File: src/rtl/morse_keyer.sv
// Morse symbol sequencer: accepts dot/dash/gap codes and keys MARK/SPACE for whole unit times.
// Optional 4-entry input FIFO is enabled with `define MORSE_KEYER_FIFO_EN.
module morse_keyer #(
  parameter int UNIT_DIV = 25000000,
  parameter int CNT_W    = 32
) (
  input  logic       in_clk,
  input  logic       rst,
  input  logic       sym_valid,
  input  logic [1:0] sym_code,
  output logic       sym_ready,
  output logic       key_out,
  output logic       unit_tick,
  output logic       busy
);

  typedef enum logic [1:0] {
    IDLE  = 2'd0,
    MARK  = 2'd1,
    SPACE = 2'd2
  } state_t;

  localparam logic [CNT_W-1:0] LAST = CNT_W'(UNIT_DIV - 1);

  state_t           state;
  logic [CNT_W-1:0] count;
  logic [2:0]       units;
  logic             start;
  logic [1:0]       start_code;

`ifdef MORSE_KEYER_FIFO_EN
  logic [1:0] fifo_mem [4];
  logic [1:0] rd_ptr;
  logic [1:0] wr_ptr;
  logic [2:0] fifo_cnt;
  logic       push;
  logic       pop;

  assign sym_ready  = (fifo_cnt != 3'd4);
  assign push       = sym_valid && sym_ready;
  assign pop        = (state == IDLE) && (fifo_cnt != 3'd0);
  assign start      = pop;
  assign start_code = fifo_mem[rd_ptr];
  assign busy       = (state != IDLE) || (fifo_cnt != 3'd0);

  always_ff @(posedge in_clk) begin
    if (push) fifo_mem[wr_ptr] <= sym_code;
  end

  always_ff @(posedge in_clk or negedge rst) begin
    if (!rst) begin
      rd_ptr   <= 2'd0;
      wr_ptr   <= 2'd0;
      fifo_cnt <= 3'd0;
    end else begin
      if (push) wr_ptr <= wr_ptr + 2'd1;
      if (pop)  rd_ptr <= rd_ptr + 2'd1;
      case ({push, pop})
        2'b10:   fifo_cnt <= fifo_cnt + 3'd1;
        2'b01:   fifo_cnt <= fifo_cnt - 3'd1;
        default: fifo_cnt <= fifo_cnt;
      endcase
    end
  end
`else
  assign sym_ready  = (state == IDLE);
  assign start      = sym_valid && sym_ready;
  assign start_code = sym_code;
  assign busy       = (state != IDLE);
`endif

  assign unit_tick = (state != IDLE) && (count == LAST);

  // Prescaler sits at 0 in IDLE, so every symbol's first unit is a full UNIT_DIV cycles.
  always_ff @(posedge in_clk or negedge rst) begin
    if (!rst) begin
      state   <= IDLE;
      count   <= '0;
      units   <= 3'd0;
      key_out <= 1'b0;
    end else begin
      case (state)
        IDLE: begin
          count   <= '0;
          key_out <= 1'b0;
          if (start) begin
            case (start_code)
              2'b00: begin state <= MARK;  units <= 3'd1; key_out <= 1'b1; end
              2'b01: begin state <= MARK;  units <= 3'd3; key_out <= 1'b1; end
              2'b10: begin state <= SPACE; units <= 3'd2; end
              default: begin state <= SPACE; units <= 3'd6; end
            endcase
          end
        end
        MARK, SPACE: begin
          count <= (count == LAST) ? '0 : count + CNT_W'(1);
          if (unit_tick) begin
            if (units == 3'd1) begin
              if (state == MARK) begin
                state   <= SPACE;
                units   <= 3'd1;
                key_out <= 1'b0;
              end else begin
                state <= IDLE;
                units <= 3'd0;
              end
            end else begin
              units <= units - 3'd1;
            end
          end
        end
        default: begin
          state   <= IDLE;
          count   <= '0;
          units   <= 3'd0;
          key_out <= 1'b0;
        end
      endcase
    end
  end

endmodule
File: config.mk
export PLATFORM = sky130hd
export DESIGN_NAME = morse_keyer
export DESIGN_NICKNAME = d
export VERILOG_FILES = /design/src/rtl/morse_keyer.sv
export SDC_FILE = /design/constraint.sdc
export NUM_CORES = 1
export LEC_CHECK = 0
export CORE_MARGIN = 2
export CORE_UTILIZATION = 41
export DETAILED_ROUTE_END_ITERATION = 12
export GPL_TIMING_DRIVEN = 0
export PLACE_DENSITY = 0.56
export SETUP_SLACK_MARGIN = 0.02
export SLEW_MARGIN = 15
export SYNTH_ARGS = -nofsm -noshare
export SYNTH_HDL_FRONTEND = slang
export SYNTH_SLANG_ARGS = --single-unit
File: constraint.sdc
create_clock -name in_clk -period 5.9 [get_ports in_clk]
set_input_delay 0.59 -clock in_clk [delete_from_list [all_inputs] [get_ports in_clk]]
set_output_delay 0.59 -clock in_clk [all_outputs]
set_load 0.02 [all_outputs]
==> results.json <==
{
  "power_w": 0.000875,
  "gp_congestion": 0.825,
  "power_density_nw_per_um2": 358,
  "synth_area_per_cell_sq_um": 9.23,
  "synth_common_cells": "dfrtp_1 (38), nor2_1 (26), nand2_1 (17)",
  "grt_max_degree": 25,
  "core_area_sq_um": 5040,
  "cts_tree": "done",
  "syn_nets": 242,
  "pwr-share-comb_pct": 34.0,
  "clkSlewWorstSetupHoldPaths_ps": 80,
  "p_leak_nw": 0.949,
  "crit_type": "flop to output pin",
  "fmax_mhz": 318,
  "dieArea_sq_um": 5770,
  "grt_pass1_wl_mm": 8.13,
  "cpMostUsedCell": "nor4_1",
  "synth_top_area_cell": "dfrtp_1",
  "yosysSeqAreaShare_pct": 44.8,
  "num_rows": 26,
  "die_height_microns": 75.9,
  "cts-root-buf": "clkbuf_8",
  "initial_utilization_pct": 42.1,
  "clock_skew_ps": 6.91,
  "ys_top_cells_by_area": "dfrtp_1 (45%), xnor2_1 (6.2%), nor2_1 (4.6%)",
  "layout_min_cycle_time_ps": 3150,
  "post-route-util_pct": 48.4,
  "cts_resized": 0,
  "vias_per_cell": 5.31,
  "setup_violations": 0,
  "hold_viol": 0,
  "drcViolationCount": 0,
  "grt_pass1_vias": 1714,
  "ys.flop_type": "dfrtp_1",
  "portBuffers": 8,
  "cpPeakStageDelay_ps": 680,
  "fin_area_sq_um": 2440,
  "p_sw_share_pct": 35.9,
  "hold_class": "input pin to asynchronous set/reset pin",
  "async_flop_share_pct": 100,
  "cp.arrival_ps": 2560,
  "max_slew.worst_pin.slew_ps": 571,
  "diodes": 0,
  "wl_per_cell_microns": 14.3,
  "insertion_delay_ps": 300,
  "fin_cells": 317,
  "layout.nets": 258,
  "syn_to_final_growth_pct": 15.1,
  "layout-drive-gt1-share_pct": 7.69,
  "synth_edf_count": 0,
  "dr.pass1.iters": 4,
  "grtUsageTotal_pct": 17.5,
  "htreeDepth": 2,
  "cts_max_path_buffers": 2,
  "p_int_w": 0.000561,
  "slew_headroom_pct": 61.6,
  "fillers": 494,
  "drv_cap": 0,
  "ys_ff_latch": 38,
  "synth_warnings": 0,
  "ant_nets": 0,
  "die_width_microns": 75.9,
  "first_iter_violations": 45,
  "finalWirelength_mm": 4.54,
  "vias": 1682,
  "p_seq_share_pct": 35.2,
  "antenna_found_initial": 0,
  "ios": 9,
  "cp-end-kind": "output pin",
  "grt_overflow": 0,
  "power_switching_w": 0.000314,
  "yosysUniqueCellTypes": 36,
  "dp.cells": 309,
  "cts_sinks": 38,
  "post-synth-top-count-cell": "dfrtp_1",
  "synthCells": 230,
  "cts_buffers": 5,
  "placed_area_sq_um": 2300,
  "dp_hpwl_mm": 3.23,
  "syn_area_sq_um": 2120,
  "cts_setup_buffers": 0,
  "ctsHoldBuffers": 0,
  "rsz0062_at_grt": "false",
  "synth_top_area_share_pct": 44.8,
  "start_kind": "flop",
  "outcome": "completed",
  "timing.final.max_slew_violations": 0,
  "setup_tns_ps": 0,
  "peakVddDrop_mv": 0.222,
  "path_cells": "nor4_1 > nand4_1 > nor4_1 > clkdlybuf4s50_1",
  "slowest_stage": "clkdlybuf4s50_1",
  "critical_path_peak_fanout": 5,
  "power_frac_clock_pct": 30.8,
  "post-route-period-util_pct": 53.3,
  "cp.required_ps": 5310
}
[cells by family after synthesis]
family                     share of synthesized area, %
xor gates and xnor gates                           9.49
buffers and inverters                              3.42
DFF                                                44.8
and+or+nand+nor                                    27.3
AOI/OAI and AO/OA                                  10.8
adders and majority gates                          4.13
[per-stage QoR]
stage / hold WS, ps / setup WS, ps
floorplan: 294 / 3520
detailed placement: 499 / 3090
global route: 226 / 2560
global placement: 494 / 3080
finish: 205 / 2750
CTS: 211 / 2740
[critical path: cells and delay by family, from the launching register on]
kind	cells	cell delay [ps]
simple gates	3	1150
flops	1	430
buf+inv	1	680
[sequential cells by signal, indices dropped and copies added, names as in the netlist]
register  count
key_out       1
count        32
units         3
state         2
[power groups by stage]
stage                     registers (W)  logic (W)  clock network, W
after floorplan                0.000310   0.000206                 0
after global placement         0.000313   0.000301                 0
after detailed placement       0.000313   0.000299                 0
after CTS                      0.000308   0.000302          0.000278
after global routing           0.000311   0.000340          0.000290
final                          0.000308   0.000298          0.000269
[area by class of cell]
class | instances | area [sq um] | share of cell area [%]
Timing Repair Buffer | 9 | 95.1 | 3.89
Multi-Input combinational cell | 174 | 1100 | 45.0
Clock inverter | 3 | 68.8 | 2.82
Inverter | 11 | 41.3 | 1.69
Tap cell | 70 | 87.6 | 3.59
Clock buffer | 5 | 68.8 | 2.82
Buffer | 7 | 31.3 | 1.28
Sequential cell | 38 | 951 | 38.9
[metal layers]
| metal | GRT usage [%] | vias up | wire length, microns | share of wire (%) |
|---|---|---|---|---|
| li1 | - | 859 | - | - |
| met1 | 24.4 | 794 | 2400 | 53 |
| met2 | 26.7 | 21 | 1970 | 43 |
| met3 | 3.57 | 8 | 111 | 2.4 |
| met4 | 6.91 | 0 | 66 | 1.5 |
| met5 | 0 | - | 0 | 0 |
[cells in the final DEF, fill, tap and decap left out, types with 3 or more instances in the layout]
cell / n
nand4_1: 11
nor2_1: 26
nand3_1: 13
clkbuf_1: 3
o21ai_0: 14
inv_1: 11
xor2_1: 8
a21oi_1: 9
dfrtp_1: 38
and4_1: 4
or3_1: 6
buf_2: 5
xnor2_1: 15
nand2_1: 17
nor3_1: 10
nor4_1: 7
clkbuf_8: 5
and3_1: 5
clkdlybuf4s50_1: 7
ha_1: 7
[path summary, 6_finish.rpt]
kind                       startpoint   endpoint  slack [ps]  depth (start not counted)
max                          count[8]  unit_tick        2750                          4
min                               rst   units[1]         200                          1
max reg2reg                  count[8]  count[22]        3700                          5
min reg2reg                  units[1]   units[1]         510                          1
max in group asynchronous         rst  count[10]        5240                          2
min in group in_clk          units[1]   units[1]         510                          1
No activity file was read; power rests on OpenSTA's default activity.
